[src/rtl/multi_blaster.sv]
// multi_blaster: capacitor-discharge igniter controller.
// Charges a storage capacitor, waits for a fire command and then drives a
// hysteretic current regulator on one selected igniter channel. It watches
// for burnout, overcurrent and capacitor undervoltage during the burn.
module multi_blaster #(
  parameter int unsigned N_CH           = 2,
  parameter int unsigned ADC_W          = 12,
  parameter int unsigned DEBOUNCE       = 64,
  parameter int unsigned CHARGE_TIMEOUT = 32'd16777216,
  parameter int unsigned FIRE_TIMEOUT   = 32'd1048576,
  parameter int unsigned BURN_V         = 800,
  parameter int unsigned BURN_I         = 12,
  parameter int unsigned OCP_I          = 3840,
  parameter int unsigned UV_V           = 48
) (
  input  logic                                       clk,
  input  logic                                       reset,
  input  logic                                       arm_button,
  input  logic                                       fire_button,
  input  logic                                       charge_done,
  input  logic [((N_CH > 1) ? $clog2(N_CH) : 1)-1:0] ch_sel,
  input  logic                                       adc_valid,
  input  logic [ADC_W-1:0]                           vcap,
  input  logic [ADC_W-1:0]                           icap,
  input  logic [N_CH*ADC_W-1:0]                      vout,
  input  logic [N_CH*ADC_W-1:0]                      iout,
  input  logic [2:0]                                 iset,
  output logic                                       charge_en,
  output logic                                       dump,
  output logic [N_CH-1:0]                            pwm,
  output logic                                       arm_led,
  output logic [2:0]                                 state,
  output logic [1:0]                                 fault
);

  localparam int unsigned SW  = (N_CH > 1) ? $clog2(N_CH) : 1;
  localparam int unsigned CCW = (CHARGE_TIMEOUT > 1) ? $clog2(CHARGE_TIMEOUT) : 1;
  localparam int unsigned FCW = (FIRE_TIMEOUT > 1) ? $clog2(FIRE_TIMEOUT) : 1;
  localparam int unsigned DBW = (DEBOUNCE > 0) ? $clog2(DEBOUNCE + 1) : 1;
  localparam int unsigned BLW = 24;

  localparam logic [CCW-1:0]   CHG_LAST  = CCW'(CHARGE_TIMEOUT - 1);
  localparam logic [FCW-1:0]   FIRE_LAST = FCW'(FIRE_TIMEOUT - 1);
  localparam logic [DBW-1:0]   DB_LOAD   = DBW'(DEBOUNCE);
  localparam logic [ADC_W-1:0] BURN_V_C  = ADC_W'(BURN_V);
  localparam logic [ADC_W-1:0] BURN_I_C  = ADC_W'(BURN_I);
  localparam logic [ADC_W-1:0] OCP_I_C   = ADC_W'(OCP_I);
  localparam logic [ADC_W-1:0] UV_V_C    = ADC_W'(UV_V);

  localparam logic [1:0] FLT_NONE   = 2'd0;
  localparam logic [1:0] FLT_OCP    = 2'd1;
  localparam logic [1:0] FLT_CHG_TO = 2'd2;
  localparam logic [1:0] FLT_BADCH  = 2'd3;

  typedef enum logic [2:0] {
    IDLE      = 3'd0,
    CHARGE    = 3'd1,
    READY     = 3'd2,
    FIRE      = 3'd3,
    DISCHARGE = 3'd4,
    FAULT     = 3'd5
  } state_t;

  state_t          state_q, state_d;
  logic [1:0]      fault_q, fault_d;
  logic [N_CH-1:0] pwm_q, pwm_d;
  logic [SW-1:0]   sel_q, sel_d;
  logic [CCW-1:0]  chg_cnt_q, chg_cnt_d;
  logic [FCW-1:0]  fire_cnt_q, fire_cnt_d;
  logic [DBW-1:0]  db_q, db_d;
  logic [BLW-1:0]  blink_q, blink_d;
  logic            charge_en_q, charge_en_d;
  logic            dump_q, dump_d;
  logic            arm_led_q, arm_led_d;

  logic [ADC_W-1:0] v_sel, i_sel;
  logic             p_sel;
  logic [ADC_W-1:0] nominal, lower, upper;
  logic             ch_ok, burnout, db_expired, pwm_bit;

  // Select the telemetry and current pwm level of the latched channel.
  always_comb begin
    v_sel = '0;
    i_sel = '0;
    p_sel = 1'b0;
    for (int unsigned k = 0; k < N_CH; k++) begin
      if (sel_q == SW'(k)) begin
        v_sel = vout[k*ADC_W +: ADC_W];
        i_sel = iout[k*ADC_W +: ADC_W];
        p_sel = pwm_q[k];
      end
    end
  end

  // Regulation window around the requested current, plus status decodes.
  always_comb begin
    nominal    = ADC_W'(iset) << (ADC_W - 4);
    lower      = nominal - (nominal >> 3);
    upper      = nominal + (nominal >> 3);
    ch_ok      = (32'(ch_sel) < N_CH);
    burnout    = (v_sel >= BURN_V_C) && (i_sel <= BURN_I_C);
    db_expired = (db_q == '0);
  end

  // Next-state, fault, channel latch and per-state counters.
  always_comb begin
    state_d    = state_q;
    fault_d    = fault_q;
    sel_d      = sel_q;
    chg_cnt_d  = chg_cnt_q;
    fire_cnt_d = fire_cnt_q;
    db_d       = db_q;
    blink_d    = blink_q;

    case (state_q)
      IDLE: begin
        if (arm_button) state_d = CHARGE;
      end
      CHARGE: begin
        if (!arm_button) begin
          state_d = IDLE;
        end else if (chg_cnt_q == CHG_LAST) begin
          state_d = FAULT;
          fault_d = FLT_CHG_TO;
        end else if (charge_done) begin
          state_d = READY;
        end
      end
      READY: begin
        if (!arm_button) begin
          state_d = IDLE;
        end else if (fire_button) begin
          if (ch_ok) begin
            state_d = FIRE;
            sel_d   = ch_sel;
          end else begin
            state_d = FAULT;
            fault_d = FLT_BADCH;
          end
        end
      end
      FIRE: begin
        // Order matters: a release or burnout ends the burn cleanly even if
        // the same sample would also trip overcurrent.
        if (db_expired && !fire_button) begin
          state_d = DISCHARGE;
        end else if (fire_cnt_q == FIRE_LAST) begin
          state_d = DISCHARGE;
        end else if (adc_valid && burnout) begin
          state_d = DISCHARGE;
        end else if (adc_valid && (icap >= OCP_I_C)) begin
          state_d = FAULT;
          fault_d = FLT_OCP;
        end else if (adc_valid && (vcap < UV_V_C)) begin
          state_d = DISCHARGE;
        end
      end
      DISCHARGE, FAULT: begin
        if (!arm_button) state_d = IDLE;
      end
      default: begin
        state_d = IDLE;
      end
    endcase

    if (state_d == IDLE) fault_d = FLT_NONE;

    if (state_d == CHARGE) begin
      chg_cnt_d = (state_q == CHARGE) ? chg_cnt_q + 1'b1 : '0;
      blink_d   = (state_q == CHARGE) ? blink_q + 1'b1 : '0;
    end

    if (state_d == FIRE) begin
      if (state_q == FIRE) begin
        fire_cnt_d = fire_cnt_q + 1'b1;
        db_d       = db_expired ? '0 : db_q - 1'b1;
      end else begin
        fire_cnt_d = '0;
        db_d       = DB_LOAD;
      end
    end
  end

  // Hysteretic regulator on the selected channel; all other bits stay low.
  always_comb begin
    pwm_bit = p_sel;
    if (adc_valid) begin
      if (!p_sel && (i_sel <= lower)) pwm_bit = 1'b1;
      else if (p_sel && (i_sel >= upper)) pwm_bit = 1'b0;
    end
    pwm_d = '0;
    if ((state_q == FIRE) && (state_d == FIRE)) begin
      for (int unsigned k = 0; k < N_CH; k++) begin
        pwm_d[k] = (sel_q == SW'(k)) ? pwm_bit : 1'b0;
      end
    end
  end

  // Status outputs decoded from the upcoming state so they register with it.
  always_comb begin
    charge_en_d = (state_d == CHARGE) || (state_d == READY);
    dump_d      = (state_d == DISCHARGE);
    arm_led_d   = (state_d == READY) || (state_d == FIRE) ||
                  ((state_d == CHARGE) && blink_d[BLW-1]);
  end

  // State and output registers.
  always_ff @(posedge clk) begin
    if (reset) begin
      state_q     <= IDLE;
      fault_q     <= FLT_NONE;
      pwm_q       <= '0;
      sel_q       <= '0;
      chg_cnt_q   <= '0;
      fire_cnt_q  <= '0;
      db_q        <= '0;
      blink_q     <= '0;
      charge_en_q <= 1'b0;
      dump_q      <= 1'b0;
      arm_led_q   <= 1'b0;
    end else begin
      state_q     <= state_d;
      fault_q     <= fault_d;
      pwm_q       <= pwm_d;
      sel_q       <= sel_d;
      chg_cnt_q   <= chg_cnt_d;
      fire_cnt_q  <= fire_cnt_d;
      db_q        <= db_d;
      blink_q     <= blink_d;
      charge_en_q <= charge_en_d;
      dump_q      <= dump_d;
      arm_led_q   <= arm_led_d;
    end
  end

  assign state     = state_q;
  assign fault     = fault_q;
  assign pwm       = pwm_q;
  assign charge_en = charge_en_q;
  assign dump      = dump_q;
  assign arm_led   = arm_led_q;

endmodule
[config.mk]
export PLATFORM = sky130hd
export DESIGN_NAME = multi_blaster
export DESIGN_NICKNAME = d
export VERILOG_FILES = /design/src/rtl/multi_blaster.sv
export SDC_FILE = /design/constraint.sdc
export NUM_CORES = 1
export LEC_CHECK = 0
export BUFFER_PORTS_ARGS = -buffer_cell sky130_fd_sc_hd__buf_2
export CAP_MARGIN = 20
export CELL_PAD_IN_SITES_DETAIL_PLACEMENT = 1
export CELL_PAD_IN_SITES_GLOBAL_PLACEMENT = 1
export CORE_UTILIZATION = 40
export DETAILED_ROUTE_END_ITERATION = 12
export GPL_TIMING_DRIVEN = 0
export PLACE_DENSITY = 0.89
export SYNTH_ARGS = -nofsm -noshare
export SYNTH_HDL_FRONTEND = slang
export SYNTH_SLANG_ARGS = --single-unit
[constraint.sdc]
create_clock -name clk -period 4.4 [get_ports clk]
set_input_delay 0.22 -clock clk [delete_from_list [all_inputs] [get_ports clk]]
set_output_delay 0.22 -clock clk [all_outputs]
set_load 0.05 [all_outputs]
==> results.yml <==
run_status:
  status: "complete, no violations"
power_and_ir_drop:
  power_uw: 1830
  ir_drop_v: 0.000176
  power_leakage_uw: 0.00244
  power_density_nw_per_um2: 301
yosys:
  synth_seq_cells: 86
  synth.distinct_cells: 64
  syn_avg_cell_area_um2: 8.08
  ys_seq_area_frac: 0.330
  synth_area_um2: 5210
  syn-num-nets: 745
  yosys_warnings: 0
  synth_ff_type: "dfxtp_1"
  synth_top_area_frac: 0.330
  synth-edff-count: 0
  synthTopCellsByCount: "dfxtp_1, nand2_1, a21oi_1"
  yosys.cell_count.top_type: "dfxtp_1"
  synthCells: 645
  synthTopCellsByArea: "dfxtp_1, nand2_1, or4_1"
  async_flop_share: 0
  synth_area_leader_cell: "dfxtp_1"
min_path:
  hold_path_class: "primary input to flip-flop"
timing:
  hold_viol: 0
  fmax_mhz: 308
  min_period_over_period: 0.739
  drv_slew: 0
  worst_slew_pin_slew_ns: 1.03
  setup_viol: 0
  period_needed_ns: 3.25
  fin_skew_ns: 0.0114
  slew_headroom: 0.309
  rsz0062_at_grt: "false"
  fin_tns_setup_ns: 0
floorplan:
  die_w_um: 116
  start_util: 0.411
  core_area_um2: 12700
  dieArea_um2: 13500
  row_count: 41
  dieHeight_um: 116
  ioPinCount: 92
placed_design:
  dp_hpwl_um: 13000
  portBuffers: 69
  globalplace.congestion: 0.844
worst_setup_path:
  critPathSlowestCell: "clkbuf_1"
  path_class: "flip-flop to flip-flop"
  path_cells: "ha_1 -> nand3_1 -> nor3_1 -> a21oi_1 -> o21ai_1 -> clkbuf_1 -> clkbuf_1 -> nor2_1 -> o21a_1"
  required_ns: 4.65
  path_delay_family: "buffers and inverters"
  crit_top_cell: "clkbuf_1"
  cp-start-kind: "flip-flop"
  cp_max_fo: 10
  end_kind: "flip-flop"
  arrival_ns: 3.50
  critPathBufInv: 2
  crit_path_max_incr_delay_ns: 0.50
route:
  dr.pass1.iters: 5
  drc: 0
  via_per_inst: 6.23
  routedWlPerCell_um: 19.4
  ant_nets: 0
  drt_iter0_markers: 438
  finalWirelength_um: 17500
  num_vias: 5617
finish:
  nets: 825
  fillCellCount: 1589
  drive_gt1_frac: 0.164
  antenna_cells: 0
  syn_to_final_growth_pct: 17.0
clocking:
  clockRootBuffer: "clkbuf_16"
  numCtsBuffers: 9
  cts_buffer_depth: 2
  clk_latency_ns: 0.36
  cts_sinks: 86
  hold_buffers: 0
  path_clk_slew_ns: 0.07
  cts_tree: "built"
  cts_resized: 0
  htree_levels: 3
  post-cts-setup-buffers: 0
grt:
  use_met1: 0.312
  grt.met2_usage: 0.484
  grt_max_degree: 15
  grt_pass1_wl_um: 28300
  grtUsageMet3: 0.0441
  grt_pass1_vias: 5898
  grt-ovfl-total: 0
  track_usage: 0.272
  top_usage_layer: "met2"
  antenna_found_initial: 0
flow_run:
  maxCapViolCount: 0
==> worst paths after layout <==
kind,slack [ns],end,cells after the start,from
setup / recovery,1.15,charge_en$_SDFF_PP0_,9,chg_cnt_q[0]$_SDFFE_PP0N_
hold / removal,0.1,sel_q$_SDFFE_PP0P_,3,ch_sel
setup reg to reg,1.15,charge_en$_SDFF_PP0_,9,chg_cnt_q[0]$_SDFFE_PP0N_
hold reg to reg,0.47,db_q[0]$_SDFFE_PP0N_,1,db_q[0]$_SDFFE_PP0N_
==> logic make-up after synthesis <==
group	synth area share
buffers and inverters	0.0463
AOI/OAI and AO/OA	0.198
adders and majority gates	0.0432
xor gates and xnor gates	0.0101
muxes	0.0382
DFF	0.330
and+or+nand+nor	0.334
==> routing by layer <==
layer | part of all wire | wire length [um]
met2 | 0.50 | 8710
met3 | 0.053 | 928
met5 | 0 | 0
met1 | 0.42 | 7410
met4 | 0.026 | 460
==> area by class of cell <==
cell class / instances / area, um^2 / share of cell area
inverter: 17 / 63.8 / 0.0105
multi-input combinational: 507 / 3250 / 0.533
buffer: 35 / 178 / 0.0291
sequential: 86 / 1720 / 0.282
timing repair buffer: 69 / 345 / 0.0566
clock inverter: 5 / 82.6 / 0.0135
clock buffer: 11 / 243 / 0.0398
tap: 172 / 215 / 0.0353
==> placed cells by master, fill, tap and decap left out, types with 10 or more instances in the layout <==
cell type / synthesis / final
dfxtp_1: 86 / 86
buf_2: 7 / 76
nand2_1: 73 / 73
a21oi_1: 45 / 45
nand4_1: 32 / 32
nand3_1: 32 / 32
or4_1: 32 / 32
and3_1: 27 / 27
nor2_1: 26 / 26
o211ai_1: 25 / 25
clkbuf_1: 19 / 20
nor3_1: 19 / 19
o21ai_1: 19 / 19
ha_1: 18 / 18
inv_1: 17 / 17
or3_1: 15 / 15
o21ai_0: 12 / 12
mux2i_1: 12 / 12
nor4_1: 10 / 10
o31ai_1: 10 / 10
==> report_power, final <==
part / switching [uW] / internal [uW]
Clock: 341 / 514
Combinational: 124 / 68.5
Sequential: 4.30 / 782
Total: 469 / 1360
==> registers in the layout, summed over array words and instances (netlist names) <==
signal      flops
db_q            7
chg_cnt_q      24
blink_q        24
fire_cnt_q     20
state           3
arm_led         1
charge_en       1
fault           2
dump            1
pwm             2
sel_q           1
==> through the flow <==
step	instance area, um^2	utilization	cells	setup WS, ns	hold WS [ns]
after floorplan	5210	-	645	1.75	0.364
after global placement	5770	0.456	886	1.33	0.449
after detailed placement	5770	0.456	886	1.22	0.459
after CTS	6100	0.481	902	1.18	0.0903
after global routing	6100	0.481	902	0.871	0.131
final	6100	0.481	902	1.15	0.0969
==> worst min-delay path, cell delays in order <==
cell,delay (ns)
buf_2,0.07
mux2i_1,0.05
nor2_1,0.07
(Power assumes the default switching activity.)
